==> config.mk <==
export PLATFORM = sky130hd
export DESIGN_NAME = mem_arbiter_v1_flat
export DESIGN_NICKNAME = d
export VERILOG_FILES = /design/src/rtl/mem_arbiter_v1_pkg.sv /design/src/rtl/mem_arbiter_v1_if.sv /design/src/rtl/mem_arbiter_v1_rr_pick2.sv /design/src/rtl/mem_arbiter_v1.sv /design/src/flat_wrapper.sv
export SDC_FILE = /design/constraint.sdc
export NUM_CORES = 1
export LEC_CHECK = 0
export BUFFER_PORTS_ARGS = -buffer_cell sky130_fd_sc_hd__buf_4
export CAP_MARGIN = 30
export CORE_ASPECT_RATIO = 2
export CORE_MARGIN = 3
export CORE_UTILIZATION = 30
export CTS_CLUSTER_DIAMETER = 200
export CTS_CLUSTER_SIZE = 40
export DETAILED_ROUTE_END_ITERATION = 10
export GPL_ROUTABILITY_DRIVEN = 1
export SLEW_MARGIN = 5
export SYNTH_ARGS = -nofsm -noshare
export SYNTH_HDL_FRONTEND = slang
export SYNTH_HIERARCHICAL = 1
export SYNTH_SLANG_ARGS = --single-unit
==> constraint.sdc <==
create_clock -name clk -period 4.4 [get_ports clk]
set_clock_uncertainty 0.1 [all_clocks]
set_input_delay 0.66 -clock clk [delete_from_list [all_inputs] [get_ports clk]]
set_output_delay 0.66 -clock clk [all_outputs]
set_load 0.005 [all_outputs]
==> src/rtl/mem_arbiter_v1_pkg.sv <==
// mem_arb_pkg_v1: shared types and constants for the two-port memory arbiter.
//   arb_state_t   - sequencer states (IDLE, ISSUE, WAIT, RESP)
//   ERR_*         - bit positions inside arb_error_vector
//   PORT_*        - requester indices (0 = instruction fetch, 1 = load/store)
package mem_arb_pkg_v1;

   typedef enum logic [1:0] {
      ST_IDLE  = 2'd0,
      ST_ISSUE = 2'd1,
      ST_WAIT  = 2'd2,
      ST_RESP  = 2'd3
   } arb_state_t;

   localparam int ERR_W        = 8;
   localparam int ERR_REQ_DROP = 0;
   localparam int ERR_MISALIGN = 1;

   localparam int PORT_FETCH = 0;
   localparam int PORT_DATA  = 1;

   // Latency down-counter width; covers MEM_LATENCY 1..4.
   localparam int CNT_W = 3;

endpackage

==> src/rtl/mem_arbiter_v1_if.sv <==
// mem_arbiter_v1_if: bundle of both requester ports, the memory_v1 port and the
// arbiter status outputs.
//   slave  - seen by the arbiter: takes requests and mem_data_out, drives acks,
//            read data, the memory strobe/address/data and status.
//   master - seen by the environment (requesters + memory): the reverse.
interface mem_arbiter_v1_if #(
   parameter int ADDR_W = 32,
   parameter int DATA_W = 32
);
   // Port 0: instruction fetch
   logic              m0_req;
   logic              m0_we;
   logic [ADDR_W-1:0] m0_addr;
   logic [DATA_W-1:0] m0_wdata;
   logic              m0_ack;
   logic [DATA_W-1:0] m0_rdata;

   // Port 1: load/store
   logic              m1_req;
   logic              m1_we;
   logic [ADDR_W-1:0] m1_addr;
   logic [DATA_W-1:0] m1_wdata;
   logic              m1_ack;
   logic [DATA_W-1:0] m1_rdata;

   // memory_v1 side
   logic [ADDR_W-1:0] mem_addr;
   logic [DATA_W-1:0] mem_data_in;
   logic              mem_we;
   logic [DATA_W-1:0] mem_data_out;

   // Status
   logic              arb_busy;
   logic [7:0]        arb_error_vector;

   modport slave (
      input  m0_req, m0_we, m0_addr, m0_wdata,
      input  m1_req, m1_we, m1_addr, m1_wdata,
      input  mem_data_out,
      output m0_ack, m0_rdata, m1_ack, m1_rdata,
      output mem_addr, mem_data_in, mem_we,
      output arb_busy, arb_error_vector
   );

   modport master (
      output m0_req, m0_we, m0_addr, m0_wdata,
      output m1_req, m1_we, m1_addr, m1_wdata,
      output mem_data_out,
      input  m0_ack, m0_rdata, m1_ack, m1_rdata,
      input  mem_addr, mem_data_in, mem_we,
      input  arb_busy, arb_error_vector
   );

endinterface

==> src/rtl/mem_arbiter_v1_rr_pick2.sv <==
// rr_pick2_v1: combinational two-way round-robin picker.
//   req[1:0]    - pending requests, bit index = port
//   last_grant  - port index that won the previous arbitration
//   grant[1:0]  - one-hot winner (all zero when nothing is pending)
//   any_grant   - at least one request is pending
module rr_pick2_v1 (
   input  logic [1:0] req,
   input  logic       last_grant,
   output logic [1:0] grant,
   output logic       any_grant
);

   always_comb begin
      // NOTE: every output of a combinational block gets a default first so no
      // path leaves it unassigned, which would otherwise infer a latch.
      grant = 2'b00;
      unique case (req)
         2'b01:   grant = 2'b01;
         2'b10:   grant = 2'b10;
         // Tie: the port that did not win last time goes first.
         2'b11:   grant = last_grant ? 2'b01 : 2'b10;
         default: grant = 2'b00;
      endcase
      any_grant = |req;
   end

endmodule

==> src/rtl/mem_arbiter_v1.sv <==
// mem_arbiter_v1: shares the single memory_v1 port between the instruction-fetch
// requester (port 0) and the load/store requester (port 1).
//   clk   - system clock, rising edge
//   rst   - asynchronous, active-high reset
//   bus   - mem_arbiter_v1_if.slave: level-held req/we/addr/wdata per port,
//           one-cycle ack + held rdata per port, registered memory address/data,
//           single-cycle write strobe, arb_busy and sticky arb_error_vector.
// One transaction at a time: IDLE (arbitrate) -> ISSUE -> [WAIT x MEM_LATENCY
// for reads] -> RESP (ack) -> IDLE. MEM_LATENCY must be in 1..4.
module mem_arbiter_v1
   import mem_arb_pkg_v1::*;
#(
   parameter int ADDR_W      = 32,
   parameter int DATA_W      = 32,
   parameter int MEM_LATENCY = 1
) (
   input logic              clk,
   input logic              rst,
   mem_arbiter_v1_if.slave  bus
);

   arb_state_t        state_q, state_d;
   logic              last_grant_q;
   logic              cur_port_q;
   logic [ADDR_W-1:0] addr_q;
   logic [DATA_W-1:0] wdata_q;
   logic              we_q;
   logic [CNT_W-1:0]  cnt_q;
   logic [DATA_W-1:0] rdata0_q, rdata1_q;
   logic [1:0]        err_q;

   logic [1:0]        req_vec;
   logic [1:0]        grant;
   logic              any_grant;
   logic              win_port;
   logic [ADDR_W-1:0] win_addr;
   logic [DATA_W-1:0] win_wdata;
   logic              win_we;
   logic              cur_req;

   assign req_vec[PORT_FETCH] = bus.m0_req;
   assign req_vec[PORT_DATA]  = bus.m1_req;

   rr_pick2_v1 u_pick (
      .req        (req_vec),
      .last_grant (last_grant_q),
      .grant      (grant),
      .any_grant  (any_grant)
   );

   assign win_port  = (grant == 2'b10);
   assign win_addr  = win_port ? bus.m1_addr  : bus.m0_addr;
   assign win_wdata = win_port ? bus.m1_wdata : bus.m0_wdata;
   assign win_we    = win_port ? bus.m1_we    : bus.m0_we;
   // Request line of the port currently being served, for early-drop detection.
   assign cur_req   = cur_port_q ? bus.m1_req : bus.m0_req;

   // Next-state and decoded outputs.
   always_comb begin
      state_d      = state_q;
      bus.mem_we   = 1'b0;
      bus.m0_ack   = 1'b0;
      bus.m1_ack   = 1'b0;
      bus.arb_busy = (state_q != ST_IDLE);
      unique case (state_q)
         ST_IDLE: begin
            if (any_grant) state_d = ST_ISSUE;
         end
         ST_ISSUE: begin
            // The strobe exists only here, so a write is issued exactly once.
            bus.mem_we = we_q;
            state_d    = we_q ? ST_RESP : ST_WAIT;
         end
         ST_WAIT: begin
            if (cnt_q == CNT_W'(1)) state_d = ST_RESP;
         end
         ST_RESP: begin
            bus.m0_ack = ~cur_port_q;
            bus.m1_ack = cur_port_q;
            state_d    = ST_IDLE;
         end
         default: state_d = ST_IDLE;
      endcase
   end

   // NOTE: all sequential state uses non-blocking assignments so every register
   // sees the pre-edge values of the others, independent of statement order.
   always_ff @(posedge clk or posedge rst) begin
      if (rst) begin
         state_q      <= ST_IDLE;
         last_grant_q <= 1'b0;
         cur_port_q   <= 1'b0;
         addr_q       <= '0;
         wdata_q      <= '0;
         we_q         <= 1'b0;
         cnt_q        <= '0;
         rdata0_q     <= '0;
         rdata1_q     <= '0;
         err_q        <= '0;
      end else begin
         state_q <= state_d;
         unique case (state_q)
            ST_IDLE: begin
               if (any_grant) begin
                  last_grant_q <= win_port;
                  cur_port_q   <= win_port;
                  // Word-aligned issue: the low byte-offset bits are dropped.
                  addr_q       <= {win_addr[ADDR_W-1:2], 2'b00};
                  wdata_q      <= win_wdata;
                  we_q         <= win_we;
                  if (win_addr[1:0] != 2'b00) err_q[ERR_MISALIGN] <= 1'b1;
               end
            end
            ST_ISSUE: begin
               cnt_q <= CNT_W'(MEM_LATENCY);
            end
            ST_WAIT: begin
               cnt_q <= cnt_q - CNT_W'(1);
               // Read data is valid during the last WAIT cycle.
               if (cnt_q == CNT_W'(1)) begin
                  if (cur_port_q) rdata1_q <= bus.mem_data_out;
                  else            rdata0_q <= bus.mem_data_out;
               end
            end
            default: ;
         endcase
         // Dropping req before the ack cycle is a protocol violation; the
         // transaction itself is still completed.
         if ((state_q == ST_ISSUE || state_q == ST_WAIT) && !cur_req)
            err_q[ERR_REQ_DROP] <= 1'b1;
      end
   end

   assign bus.mem_addr         = addr_q;
   assign bus.mem_data_in      = wdata_q;
   assign bus.m0_rdata         = rdata0_q;
   assign bus.m1_rdata         = rdata1_q;
   assign bus.arb_error_vector = {{(ERR_W-2){1'b0}}, err_q};

endmodule

==> src/flat_wrapper.sv <==
// flat-port wrapper written by rule: the top's interface ports become plain ports
module mem_arbiter_v1_flat import mem_arb_pkg_v1::*;
#(
   parameter int ADDR_W      = 32,
   parameter int DATA_W      = 32,
   parameter int MEM_LATENCY = 1
)
  (clk, rst, bus_m0_req, bus_m0_we, bus_m0_addr, bus_m0_wdata, bus_m1_req, bus_m1_we, bus_m1_addr, bus_m1_wdata, bus_mem_data_out, bus_m0_ack, bus_m0_rdata, bus_m1_ack, bus_m1_rdata, bus_mem_addr, bus_mem_data_in, bus_mem_we, bus_arb_busy, bus_arb_error_vector);
  mem_arbiter_v1_if #(.ADDR_W(ADDR_W), .DATA_W(DATA_W)) bus_i ();
  input logic clk;
  input logic rst;
  input wire logic [$bits(bus_i.m0_req)-1:0] bus_m0_req;
  input wire logic [$bits(bus_i.m0_we)-1:0] bus_m0_we;
  input wire logic [$bits(bus_i.m0_addr)-1:0] bus_m0_addr;
  input wire logic [$bits(bus_i.m0_wdata)-1:0] bus_m0_wdata;
  input wire logic [$bits(bus_i.m1_req)-1:0] bus_m1_req;
  input wire logic [$bits(bus_i.m1_we)-1:0] bus_m1_we;
  input wire logic [$bits(bus_i.m1_addr)-1:0] bus_m1_addr;
  input wire logic [$bits(bus_i.m1_wdata)-1:0] bus_m1_wdata;
  input wire logic [$bits(bus_i.mem_data_out)-1:0] bus_mem_data_out;
  output wire logic [$bits(bus_i.m0_ack)-1:0] bus_m0_ack;
  output wire logic [$bits(bus_i.m0_rdata)-1:0] bus_m0_rdata;
  output wire logic [$bits(bus_i.m1_ack)-1:0] bus_m1_ack;
  output wire logic [$bits(bus_i.m1_rdata)-1:0] bus_m1_rdata;
  output wire logic [$bits(bus_i.mem_addr)-1:0] bus_mem_addr;
  output wire logic [$bits(bus_i.mem_data_in)-1:0] bus_mem_data_in;
  output wire logic [$bits(bus_i.mem_we)-1:0] bus_mem_we;
  output wire logic [$bits(bus_i.arb_busy)-1:0] bus_arb_busy;
  output wire logic [$bits(bus_i.arb_error_vector)-1:0] bus_arb_error_vector;
  assign bus_i.m0_req = bus_m0_req;
  assign bus_i.m0_we = bus_m0_we;
  assign bus_i.m0_addr = bus_m0_addr;
  assign bus_i.m0_wdata = bus_m0_wdata;
  assign bus_i.m1_req = bus_m1_req;
  assign bus_i.m1_we = bus_m1_we;
  assign bus_i.m1_addr = bus_m1_addr;
  assign bus_i.m1_wdata = bus_m1_wdata;
  assign bus_i.mem_data_out = bus_mem_data_out;
  assign bus_m0_ack = bus_i.m0_ack;
  assign bus_m0_rdata = bus_i.m0_rdata;
  assign bus_m1_ack = bus_i.m1_ack;
  assign bus_m1_rdata = bus_i.m1_rdata;
  assign bus_mem_addr = bus_i.mem_addr;
  assign bus_mem_data_in = bus_i.mem_data_in;
  assign bus_mem_we = bus_i.mem_we;
  assign bus_arb_busy = bus_i.arb_busy;
  assign bus_arb_error_vector = bus_i.arb_error_vector;
  mem_arbiter_v1 #(.ADDR_W(ADDR_W), .DATA_W(DATA_W), .MEM_LATENCY(MEM_LATENCY)) u_core (.clk(clk), .rst(rst), .bus(bus_i));
endmodule
---- Word-level counts from Yosys, hierarchy flattened ----
Cells that the tools add are included.
storage, ports and cells
  output and inout bits ................... 140
  word-level logic and storage cells ...... 49
  input port bits ......................... 166
  register bits ........................... 135
operators by class
  $add $sub $neg .......................... 1
  muxes and demuxes ....................... 14
  equal/unequal tests ..................... 10
  bitwise gates (word level) .............. 1
  reduce and logical (&&, ||, !) cells .... 13
operators with widths
  cell                                                                 count
  32-bit 2-to-1 mux                                                    2
  2-bit == test (second input constant)                                5
  3-bit AND reduction                                                  3
  2-bit one-hot mux with 4 select lines                                1
  1-bit 2-to-1 mux                                                     6
  2-bit 2-to-1 mux                                                     3
  2-bit one-hot mux with 3 select lines                                1
  3-bit one-hot mux with 2 select lines                                1
  2-bit nonzero test                                                   3
  2-bit by 1-bit == test with 1-bit output (second input constant)     2
  2-bit by 1-bit != test with 1-bit output (second input constant)     2
  2-bit AND reduction                                                  2
  3-bit by 1-bit == test with 1-bit output (second input constant)     1
  3-bit by 1-bit subtractor with 3-bit output (second input constant)  1
  2-bit zero test                                                      1
  2-bit OR reduction                                                   1
  1-bit logical AND                                                    1
  1-bit zero test                                                      1
  1-bit logical OR                                                     1
  1-bit inverter                                                       1

---- Longest topological paths before layout ----
Gate-level depths: netlist (run 1).
  word-level depth ........................ 6
  gate-level depth with buffers ........... 7
  gate-level depth less buffers ........... 5

---- Modules after synthesis ----
Netlist (run 1), hierarchy kept.
modules (own cells, without submodules)
  module          sequential area each (um2)  cells an instance  area an instance (um2)  instances
  mem_arbiter_v1  3378.2                      468                5840.6                  1
  rr_pick2_v1     0.0                         4                  25.0                    1

---- Least setup slack after synthesis (run 1) ----
Ideal clock, no wire load.
  kind .................................... input-to-reg
  start ................................... input bus_m1_req
  end ..................................... register u_core.addr_q[2], in the netlist u_core/bus.mem_addr[2]
  cell stages on the path ................. 6
  data arrival time ....................... 1599 ps
  library setup time ...................... 137 ps
  data required time ...................... 4163 ps
  slack ................................... 2564 ps
  path buffers ............................ 2
  cells stage by stage .................... a21boi_1 > nor2b_1 > buf_4 > buf_4 > mux2i_1 > a21oi_1
between the ends
  cells in the longest elaborated chain, start to end .. 4
  elaborated cells on any way between the ends .. 8
  classes of those cells .................. eq/ne: 4; mux: 2; reduce/logical: 2
ends and longest elaborated chain
  what                                                                       RTL line                       source
  from (decl)                                                                flat_wrapper.sv:16             input wire logic [$bits(bus_i.m1_req)-1:0] bus_m1_req;
  2-bit == test or 2-bit by 1-bit == test with 1-bit output (tied branches)  mem_arbiter_v1_rr_pick2.sv:17  unique case (req)
  2-bit one-hot mux with 3 select lines                                      mem_arbiter_v1_rr_pick2.sv:17
  2-bit == test                                                              mem_arbiter_v1.sv:51           assign win_port = (grant == 2'b10);
  32-bit 2-to-1 mux                                                          mem_arbiter_v1.sv:52           assign win_addr = win_port ? bus.m1_addr : bus.m0_addr;
  to (signal assigned)                                                       mem_arbiter_v1.sv:108          addr_q <= {win_addr[ADDR_W-1:2], 2'b00};
  to (decl)                                                                  mem_arbiter_v1.sv:25           logic [ADDR_W-1:0] addr_q;
Several ways; a longest one is shown, not always the timed one.
A chain may end at the register's enable or synchronous reset.

---- Worst setup path in the final report (run 1) ----
  start ................................... register u_core.state_q[0]
  end ..................................... register u_core.rdata0_q[9], in the netlist u_core/bus.m0_rdata[9]
between the ends
  cells in the longest elaborated chain, start to end .. 2
ends and longest elaborated chain
  what                           RTL line               source
  from (decl)                    mem_arbiter_v1.sv:22   arb_state_t state_q, state_d;
  from (signal assigned)         mem_arbiter_v1.sv:101  state_q <= state_d;
  2-bit == test                  mem_arbiter_v1.sv:102  unique case (state_q)
  3-bit AND reduction (no line)  n/a
  to (signal assigned)           mem_arbiter_v1.sv:122  else rdata0_q <= bus.mem_data_out;
  to (decl)                      mem_arbiter_v1.sv:29   logic [DATA_W-1:0] rdata0_q, rdata1_q;
No other way between the ends.

==> results of run 1 <==
==> final cells by class <==
type,count,area [sq um],area share
flip-flops and latches,135,3380,0.378
clock buffers,21,470,0.0526
clock inverters,11,123,0.0137
inverters,8,35.0,0.00392
multi-input cells,300,2270,0.255
repair buffers,304,2330,0.261
diodes,1,2.50,0.000280
well taps,255,319,0.0357
==> power breakdown <==
part           internal (mW)  total (mW)  switching [mW]
Sequential              1.87        2.22           0.356
Combinational           1.49        2.60            1.12
Clock                  0.879        1.41           0.528
==> placed cells by master (no fill, tap or decap), types with 2 or more instances in the layout <==
cell / n
buf_16: 2
inv_1: 7
ha_1: 7
clkbuf_16: 17
dfrtp_1: 135
nor2_1: 65
conb_1: 8
and2_1: 2
clkbuf_8: 3
nor2b_1: 2
a21oi_1: 65
a21boi_1: 2
clkinv_2: 4
buf_4: 301
bufinv_16: 2
mux2i_1: 66
mux2_2: 65
clkinv_4: 3
nand2_1: 2
inv_6: 2
==> worst max-delay path, stage by stage, from the launching register on <==
cell     delay, ps
dfrtp_1        410
inv_1          140
ha_1           320
nor3b_4        230
buf_4          430
mux2_2         390
==> state kept, by name, summed over array words and instances, names as in the netlist <==
signal / cells
u_core/bus.m0_rdata: 32
u_core/bus.m1_rdata: 32
u_core/bus.mem_data_in: 32
u_core/bus.mem_addr: 30
u_core/cnt_q: 3
u_core/err_q: 2
u_core/state_q: 2
u_core/cur_port_q: 1
u_core/we_q: 1
==> routing by layer <==
metal	share of wire	track usage	up-vias
li1	-	-	2202
met1	0.34	0.156	2206
met2	0.58	0.317	175
met3	0.046	0.0355	38
met4	0.038	0.0882	0
met5	0	0	-
==> synthesized netlist by cell type (2+ instances only) <==
cell and n:
clkbuf_1 2, ha_1 7, a21boi_1 2, mux2_2 65
dfrtp_1 135, buf_4 14, a21oi_1 65, nor2_1 65
buf_6 3, buf_2 6, buf_1 10, mux2i_1 66
nand2_1 2, inv_1 8, and2_1 3, nor2b_1 3
==> cell families (layout without fill, tap and decap cells) <==
group / count (synthesis) / in the layout
AOI/OAI and AO/OA: 73 / 73
adders and majority gates: 7 / 7
buffers and inverters: 44 / 344
DFF: 135 / 135
muxes: 131 / 131
other: 1 / 9
and+or+nand+nor: 81 / 81
==> final timing paths <==
path                                      endpoint  slack, ps  cells after the start
setup reg to reg            u_core/bus.m0_rdata[9]       2230                      5
hold reg to reg                    u_core/err_q[0]        390                      1
setup / recovery            u_core/bus.m0_rdata[9]       2230                      5
max in group asynchronous   u_core/bus.m0_rdata[8]       3310                      3
hold / removal             u_core/bus.m0_rdata[22]        140                      2
min in group clk           u_core/bus.m1_rdata[21]        380                      2
==> per-stage QoR <==
| step | hold WS [ps] | instances | area, sq um |
|---|---|---|---|
| after global routing | 161 | 1034 | 8930 |
| after floorplan | 351 | 479 | 5890 |
| final | 142 | 1035 | 8940 |
| after CTS | 365 | 1033 | 8910 |
| after global placement | 361 | 999 | 8270 |
| after detailed placement | 376 | 1001 | 8310 |
==> flow_summary.ini, run 1 <==
[run_status]
status = finished clean

[die]
dieArea_sq_um = 21400
start_util = 0.309
rows = 71
die_w_um = 105
core_sq_um = 19000
num_io_pins = 306
die_y_um = 204

[sta]
fin_ws_ps = 2230
maxSlewViolCount = 0
min_period_over_period = 0.492
max_slew_margin = 0.568
finalSetupTns_ps = 0
setup_violations = 0
fin_crit_ps = 2170
tightest_slew_ps = 648
hold_viol_final = 0
clock.fmax_mhz = 462
rsz0062_at_grt = false

[synth]
ys_warn_count = 6
synth_seq_cells = 135
synth-compound-area-share = 0.0659
synth-seq-area-share = 0.576
ys_async_sr_fraction = 1.00
yosysTopAreaCellShare = 0.576
synth_area_leaders = dfrtp_1 58%, mux2_2 12%, mux2i_1 11%
synth_top_family_by_area = multiplexers
syn-cell-area_sq_um = 5870
synth_enable_flop_cells = 0
synthSimpleGateAreaFrac = 0.0627
synth.avg_cell_area_sq_um = 12.4
synth_top_area_cell = dfrtp_1
synthFlopType = dfrtp_1
synth_adder_area_share = 0.0149
yosysUniqueCellTypes = 32
synthXorXnorAreaFrac = 0
syn-instance-count = 472
muxShareOfSynthArea = 0.237

[critical_path]
cp.arrival_ps = 2360
required_ps = 4590
path_max_fanout = 32
crit_path_start = u_core/state_q[0]
cp-end-kind = flip-flop
crit_path_start_kind = flip-flop
critical_path_class = reg2reg
r2r-start = u_core/state_q[0]

[clock_tree]
cts_tree = built
clk_latency_ps = 410
hold_buffers = 0
htree_levels = 4
cts-root-buf = clkbuf_16
cts.path.max_buffers = 2
cts_num_sinks = 135
post_cts_resized = 0
post-cts-setup-buffers = 0
path_clk_slew_ps = 60
cts_buffers = 17

[layout]
nNetsFinal = 939
fillers = 1796
areaGrowthSynthToFinish_pct = 52.4
drive_above_1_share = 0.522
final_util = 0.470

[route]
via_per_inst = 4.46
wl_mm = 17.8
dr.pass1.iters = 4
route.detailed.drc = 0
avgRoutedWirePerCell_um = 17.2
drt_iter0_drc = 168
ant_nets = 0
dr_total_vias = 4621

[pwr]
ir_drop_uv = 272
leakage_nw = 4.24
finalPower_mw = 6.23
p_per_area_nw_per_um2 = 697

[placed_design]
portBuffers = 297
place_congestion = 0.841
hpwl_mm = 13.8
place_ws_ps = 2040

[grt]
grt_usage = 0.163
antenna_found_initial = 0
grt_overflow = 0
grt_pass1_wl_mm = 27.0
grt_pass1_vias = 5067
grt_max_degree = 107

[min_path]
hold_class = in2async

[flow_run]
drv_cap = 0
Note: power is estimated with default switching activity, not from simulation.
==> run 2: changes to the inputs <==
clock period = 1.8 ns   (was 4.4 ns; I/O delays follow)
==> flow_summary.ini, run 2 (synthesis gave the netlist of run 1 again) <==
[sta]
finalSetupTns_ps = 0
fin_crit_ps = 1760
rsz0062_at_grt = true
hold_viol_final = 0
hold_ws_ps = 27.4
min_period_over_period = 0.976
maxSlewViolCount = 0
setup_violations = 0
fin_ws_ps = 43.1
clock.fmax_mhz = 569

[clock_tree]
htree_levels = 4
clk_latency_ps = 410
cts_num_sinks = 135
cts-root-buf = clkbuf_16
path_clk_slew_ps = 60
cts.path.max_buffers = 2
cts_tree = built
cts_buffers = 17

[layout]
ff_latch_area_sq_um = 3380
areaGrowthSynthToFinish_pct = 64.9
nNetsFinal = 991
final_common_cell = buf_4
final_cell_mix = 309 x buf_4, 134 x dfrtp_1, 65 x mux2i_1, 65 x nor2_1, 65 x a21oi_1
fillers = 1741
drive_above_1_share = 0.532
antenna_cells = 0
layout.cells.non_filler = 1086
multiInputGateArea_sq_um = 2390

[grt]
antenna_found_initial = 0
use_met1 = 0.166
grt_usage = 0.172
grt_max_degree = 68
globalRouteMet2Util = 0.335
grt_overflow = 0
grt_pass1_vias = 5244
grt_pass1_wl_mm = 28.4
top_usage_layer = met2
met3_usage = 0.0361

[pwr]
p_clk_frac = 0.218
p_seq_frac = 0.332
p_per_area_nw_per_um2 = 1700
ir_drop_uv = 678
leakage_nw = 4.56
p_sw_mw = 5.27
switching_share = 0.321
p_comb_frac = 0.450
power.internal_mw = 11.1

[flow_run]
drv_cap = 0

[die]
dieArea_sq_um = 21400
core_sq_um = 19000
die_y_um = 204
start_util = 0.309
rows = 71
die_w_um = 105
num_io_pins = 306

[critical_path]
crit_path_start_kind = flip-flop
required_ps = 1430
path_max_fanout = 3
cp-end-kind = primary output
cp.arrival_ps = 1390
critical_path_class = reg2out

[placed_design]
hpwl_mm = 14.2
place_congestion = 0.798
portBuffers = 297
place_ws_ps = -34.3
place_inst = 1011

[min_path]
hold_class = in2reg

[route]
dr_total_vias = 4843
drt_iter0_drc = 99
wl_mm = 19.5
dr.pass1.iters = 4
route.detailed.drc = 0
avgRoutedWirePerCell_um = 17.9
ant_nets = 0
via_per_inst = 4.46

[run_status]
status = finished clean
run 2: cell count changes in the layout (fill, tap and decap cells not counted), moves of 5 or more:
cell / change
buf_6: +5
buf_12: +6
buf_4: +8
mux2_4: +16
dlygate4sd3_1: +30
ha_1: -5
mux2_2: -16
run 2: layer usage:
| layer | up-vias | part of all wire |
|---|---|---|
| li1 | 2313 | - |
| met1 | 2323 | 0.35 |
| met2 | 172 | 0.57 |
| met3 | 35 | 0.045 |
| met4 | 0 | 0.038 |
| met5 | - | 0 |
run 2: what timing repair did:
| action | 4_1_cts | 5_1_grt |
|---|---|---|
| setup buffers | 3 | 7 |
| pin swaps | 1 | 4 |
| hold buffers | 30 | 0 |
| hold endpoints to repair | 67 | 0 |
| gates cloned | 1 | 4 |
| gates resized for setup | 6 | 36 |
| endpoints found under the setup margin | 34 | 98 |
run 2: layout make-up:
cell class              count  share of cell area
multi-input cells         300               0.248
clock buffers              18              0.0454
repair buffers            356               0.303
well taps                 255              0.0330
clock inverters            14              0.0177
flip-flops and latches    135               0.349
inverters                   8             0.00349
run 2: worst paths after layout:
path / from / end / slack (ps) / depth (start not counted)
setup / recovery: u_core/state_q[1] / bus_mem_we / 40 / 5
hold reg to reg: u_core/err_q[0] / u_core/err_q[0] / 370 / 1
hold / removal: bus_mem_data_out[1] / u_core/bus.m0_rdata[1] / 30 / 2
setup reg to reg: u_core/cnt_q[1] / u_core/bus.m0_rdata[18] / 50 / 7
min in group asynchronous: rst / u_core/bus.m1_rdata[12] / 350 / 3
max in group asynchronous: rst / u_core/cnt_q[0] / 590 / 4
run 2: power by group through the flow:
stage | logic [mW] | clock network, mW | registers (mW)
after detailed placement | 6.68 | 0 | 5.49
after CTS | 6.93 | 3.68 | 5.44
final | 7.37 | 3.58 | 5.45
after floorplan | 2.98 | 0 | 5.45
after global routing | 7.95 | 3.82 | 5.63
after global placement | 6.47 | 0 | 5.44
run 2: critical path, stage by stage (launching register included):
cell and delay, ps:
dfrtp_1 380, inv_2 60, buf_6 120, ha_2 160, and2_4 130, buf_4 130
run 2: metrics by stage:
stage          area (sq um)  total power [mW]  utilization
5_1_grt                9670              17.4        0.509
6_report               9670              16.4        0.509
3_5_place_dp           8460              12.2        0.445
4_1_cts                9430              16.0        0.496
2_1_floorplan          5900              8.44            -
3_3_place_gp           8460              11.9        0.445
